--- src/rtl/majority_vote_ctrl.sv ---
// majority_vote_ctrl: five-voter ballot collector with timeout and 3-of-5 decision.
// Optional macro EARLY_DECIDE_EN closes a ballot as soon as 3 equal votes are in.
//
// Ports:
//   clk, rst_n            clock, async active-low reset
//   start                 one-cycle pulse opening a ballot (IDLE only)
//   vote_valid, vote_val  per-voter strobe and value (bit i = voter i)
//   vote_ack              one-cycle pulse per accepted vote
//   busy                  high whenever the FSM is not in IDLE
//   voted                 mask of accepted voters in current/last ballot
//   result, result_valid  majority of last ballot and its update pulse
//   timed_out             last ballot closed on timeout without 5 votes
module majority_vote_ctrl #(
  parameter int unsigned TIMEOUT = 16
) (
  input  logic       clk,
  input  logic       rst_n,
  input  logic       start,
  input  logic [4:0] vote_valid,
  input  logic [4:0] vote_val,
  output logic [4:0] vote_ack,
  output logic       busy,
  output logic [4:0] voted,
  output logic       result,
  output logic       result_valid,
  output logic       timed_out
);

  typedef enum logic [1:0] {
    IDLE,
    COLLECT,
    DECIDE,
    DONE
  } state_t;

  localparam logic [7:0] TO_LOAD = 8'(TIMEOUT);

  state_t     state;
  logic [7:0] cnt;
  logic [4:0] votes;

  logic [4:0] acc;
  logic [4:0] nxt_voted;
  logic [4:0] nxt_votes;
  logic       all_in;
  logic       cnt_end;
  logic       early;

  function automatic logic [2:0] pop5(input logic [4:0] v);
    pop5 = 3'(v[0]) + 3'(v[1]) + 3'(v[2])
         + 3'(v[3]) + 3'(v[4]);
  endfunction

  // Votes accepted at this edge, including same-cycle ones.
  always_comb begin
    acc       = vote_valid & ~voted;
    nxt_voted = voted | acc;
    nxt_votes = votes | (acc & vote_val);
    all_in    = &nxt_voted;
    cnt_end   = (cnt == 8'd1);
  end

`ifdef EARLY_DECIDE_EN
  logic [2:0] ones;
  logic [2:0] zeros;

  always_comb begin
    ones  = pop5(nxt_votes);
    zeros = pop5(nxt_voted & ~nxt_votes);
    early = (ones >= 3'd3) || (zeros >= 3'd3);
  end
`else
  assign early = 1'b0;
`endif

  always_ff @(posedge clk or negedge rst_n) begin
    if (!rst_n) begin
      state        <= IDLE;
      cnt          <= '0;
      votes        <= '0;
      voted        <= '0;
      vote_ack     <= '0;
      busy         <= 1'b0;
      result       <= 1'b0;
      result_valid <= 1'b0;
      timed_out    <= 1'b0;
    end else begin
      vote_ack     <= '0;
      result_valid <= 1'b0;
      unique case (state)
        IDLE: begin
          if (start) begin
            state     <= COLLECT;
            busy      <= 1'b1;
            voted     <= '0;
            votes     <= '0;
            timed_out <= 1'b0;
            cnt       <= TO_LOAD;
          end
        end
        COLLECT: begin
          voted    <= nxt_voted;
          votes    <= nxt_votes;
          vote_ack <= acc;
          cnt      <= cnt - 8'd1;
          if (all_in || early || cnt_end) begin
            state     <= DECIDE;
            // A vote completing 5/5 on the last cycle wins.
            timed_out <= cnt_end && !all_in && !early;
          end
        end
        DECIDE: begin
          // Missing votes were cleared at start, so they count as 0.
          result <= (pop5(votes) >= 3'd3);
          state  <= DONE;
        end
        DONE: begin
          result_valid <= 1'b1;
          busy         <= 1'b0;
          state        <= IDLE;
        end
        default: state <= IDLE;
      endcase
    end
  end

endmodule

--- config.mk ---
export PLATFORM = sky130hd
export DESIGN_NAME = majority_vote_ctrl
export DESIGN_NICKNAME = d
export VERILOG_FILES = /design/src/rtl/majority_vote_ctrl.sv
export SDC_FILE = /design/constraint.sdc
export NUM_CORES = 1
export LEC_CHECK = 0
export BUFFER_PORTS_ARGS = -buffer_cell sky130_fd_sc_hd__buf_2
export CAP_MARGIN = 5
export CORE_UTILIZATION = 45
export DETAILED_ROUTE_END_ITERATION = 16
export PLACE_DENSITY = 0.63
export REMOVE_ABC_BUFFERS = 1
export SLEW_MARGIN = 40
export SYNTH_ARGS = -nofsm -noshare
export SYNTH_HDL_FRONTEND = slang
export SYNTH_SLANG_ARGS = --single-unit
--- constraint.sdc ---
create_clock -name clk -period 6.3 [get_ports clk]
set_clock_uncertainty 0.2 [all_clocks]
set_input_delay 0.63 -clock clk [delete_from_list [all_inputs] [get_ports clk]]
set_output_delay 0.63 -clock clk [all_outputs]
set_load 0.01 [all_outputs]
==> reports/summary.json <==
{
  "finalNetCount": 189,
  "number_of_antenna_violations_at_the_first_check_in_global_routing": 0,
  "clk_transition_reported_paths_ns": 0.10,
  "crit_slowest_cell": "mux2_2",
  "fill_cell_total_of_the_finished_layout": 273,
  "numPortBuffers": 26,
  "ys_top_cells_by_area": "dfrtp_1 (51%), ha_1 (7.0%), nor2_1 (5.8%)",
  "syn_area_mm2": 0.001420,
  "tritoncts": "done",
  "ys_async_sr_fraction_pct": 100.0,
  "clock_tree.root_cell": "clkbuf_4",
  "die_h_um": 58.18,
  "worst-path-buf-inv": 1,
  "power.density_cell_area_mw_per_mm2": 506.9,
  "cpLargestDelayFamily": "multiplexers",
  "detailed_place_hpwl_um": 1984,
  "finalInstanceArea_mm2": 0.001664,
  "worst_path_largest_cell_delay_ns": 0.47,
  "r2r_slack_ns": 4.10,
  "reg2regPathDepth": 6,
  "tritoncts.num_buffers": 5,
  "timing.setup.critical_path_class": "reg -> reg",
  "h-tree-depth": 2,
  "maximum_number_of_pins_on_one_net_before_global_route_repair": 30,
  "most_common_cell_in_the_netlist": "dfrtp_1",
  "worst-path-max-fanout": 18,
  "max_clock_freq_ghz": 0.4544,
  "totalNegativeSetupSlack_ns": 0,
  "start_util_pct": 46.90,
  "synth_top_cell_by_area": "dfrtp_1",
  "number_of_global_route_vias_before_repair": 1073,
  "p_leak_nw": 0.8630,
  "dieArea_mm2": 0.003384,
  "synthTopCellsByCount": "dfrtp_1 (29), nor2_1 (22), inv_1 (16), a21oi_1 (8), ha_1 (8)",
  "critical_path_required_ns": 6.31,
  "grt_first_pass_wirelength_um": 4809,
  "antenna_cell_count": 0,
  "gp_congestion": 0.7475,
  "drt-total-wl_um": 2758,
  "remaining_global_route_overflow": 0,
  "hold_path_class": "in -> async",
  "critical_path.startpoint_type": "flip-flop",
  "slew-limit-headroom_pct": 58.06,
  "rsz0062_at_grt": "false",
  "postRouteAntennaNets": 0,
  "final-setup-viol-count": 0,
  "postSynthCellCount": 136,
  "postCtsSetupBuffers": 0,
  "ir_drop_uv": 232.1,
  "synth.avg_cell_area_um2": 10.44,
  "number_of_flops_mapped_to_enable_cells_by_yosys": 0,
  "outcome": "finished clean",
  "synth_cell_type_count": 31,
  "yosys_warnings": 0,
  "placementRows": 20,
  "drc_errors": 0,
  "syn_to_final_growth_pct": 17.18,
  "cts-hold-fix-buffers": 0,
  "routed_wire_length_per_instance_um": 13.07,
  "ys_seq_elements": 29,
  "hold_viol": 0,
  "gr-usage-all-layers_pct": 19.50,
  "ios": 27,
  "core_mm2": 0.003028,
  "slew_viol_final": 0,
  "end_kind": "flip-flop",
  "cts.path.max_buffers": 2,
  "max_slew.worst_pin.slew_ns": 0.6291,
  "numClockSinks": 29,
  "vias_per_cell": 5.066,
  "num_vias": 1069,
  "synth_flop_cell": "dfrtp_1",
  "final_period_minus_worst_setup_slack_ns": 2.201,
  "worst_skew_pair.late_latency_ns": 0.33,
  "fin_total_pwr_mw": 0.8435,
  "critical_path_arrival_ns": 2.21,
  "critical_path_cell_by_cell": "inv_1 -> ha_1 -> mux2_2 -> and4bb_1 -> xnor2_1 -> o21ai_1",
  "drive_above_1_share_pct": 25.15,
  "synth_sequential_area_ratio_pct": 51.10,
  "r2r-start": "state[1]$_DFFE_PN0P_",
  "drt_pass1_iterations": 4,
  "finalCritPeriodShare_pct": 34.93,
  "synth_largest_type_area_fraction_pct": 51.10,
  "dieWidth_um": 58.18,
  "maxCapViolCount": 0,
  "cts-resized-gates": 0,
  "placed_area_mm2": 0.001594,
  "r2r_path_end": "cnt[4]$_DFFE_PN0P_",
  "detail_route.iter0.violations": 47
}
## stage by stage
step                setup slack (ns)  std cells  util [%]  hold slack, ns
finish                         4.099        211     54.96          0.1025
global route                   3.962        211     54.96          0.1332
CTS                            4.088        211     54.96          0.1266
detailed placement             4.096        203     52.64          0.3055
global placement               4.149        203     52.56          0.2920
floorplan                      4.300        133         -          0.1344
## worst max path at each step
stage                              start                   end  slack (ns)  cells after the start
floorplan           votes[0]$_DFFE_PN0P_    result$_DFFE_PN0P_        4.30                      7
global placement    state[0]$_DFFE_PN0P_  voted[2]$_DFFE_PN0P_        4.15                      5
detailed placement  state[1]$_DFFE_PN0P_    cnt[4]$_DFFE_PN0P_        4.10                      6
CTS                 state[1]$_DFFE_PN0P_    cnt[4]$_DFFE_PN0P_        4.09                      6
global route        state[1]$_DFFE_PN0P_    cnt[4]$_DFFE_PN0P_        3.96                      6
finish              state[1]$_DFFE_PN0P_    cnt[4]$_DFFE_PN0P_        4.10                      6
## layer usage
metal	share of wire, %	global-route usage, %	up-vias
met5	0	0	-
met3	5.3	7.366	6
li1	-	-	522
met2	47	30.71	27
met4	1.3	7.143	0
met1	46	24.50	514
## sequential cells by signal, indices dropped and copies added (netlist names)
name          flops
busy              1
timed_out         1
result_valid      1
cnt               8
result            1
state             2
voted             5
votes             5
vote_ack          5
## area by class of cell
type,count,area (um2),area share [%]
clock buffer,7,65.06,3.910
timing repair buffer,26,130.1,7.820
tap,44,55.05,3.308
multi-input combinational,87,619.3,37.22
inverter,17,63.81,3.835
sequential,29,725.7,43.61
clock inverter,1,5.005,0.3008
## placed cells by master, fill, tap and decap left out
| cell | synthesis | final |
|---|---|---|
| nor2_1 | 22 | 21 |
| nand2_1 | 4 | 4 |
| mux2_2 | 1 | 1 |
| nand3_1 | 5 | 5 |
| a41oi_1 | 5 | 5 |
| nor4_4 | 1 | 1 |
| xor2_1 | 5 | 5 |
| mux2i_1 | 1 | 1 |
| o2111ai_1 | 1 | 1 |
| ha_1 | 8 | 8 |
| a31oi_2 | 1 | 1 |
| a21oi_1 | 8 | 8 |
| xnor2_1 | 1 | 1 |
| or3_4 | 1 | 1 |
| nand4b_1 | 1 | 1 |
| o21ai_0 | 2 | 2 |
| buf_2 | 2 | 26 |
| o32a_1 | 1 | 1 |
| and3_1 | 6 | 6 |
| o22ai_1 | 3 | 3 |
| and3_2 | 1 | 1 |
| dfrtp_1 | 29 | 29 |
| mux2_1 | 1 | 1 |
| clkbuf_8 | 0 | 2 |
| nor2_2 | 1 | 2 |
| and4bb_1 | 1 | 1 |
| inv_2 | 1 | 1 |
| clkinv_2 | 0 | 1 |
| clkbuf_4 | 0 | 5 |
| fa_1 | 2 | 2 |
| o21ai_1 | 2 | 2 |
| inv_1 | 16 | 16 |
| nor3_1 | 2 | 2 |
## kinds of logic after synthesis
| family | share of synthesized area [%] |
|---|---|
| compound gates | 10.84 |
| xor+xnor | 3.700 |
| fa+ha+maj | 9.868 |
| buf+inv | 5.462 |
| flops | 51.10 |
| mux | 2.291 |
| simple gates | 16.74 |
## power by group
part	internal [mW]	switching, mW
sequential	0.264	0.0648
clock	0.0646	0.0661
combinational	0.161	0.223
total	0.490	0.354
Power figures use the tool's default switching activity.
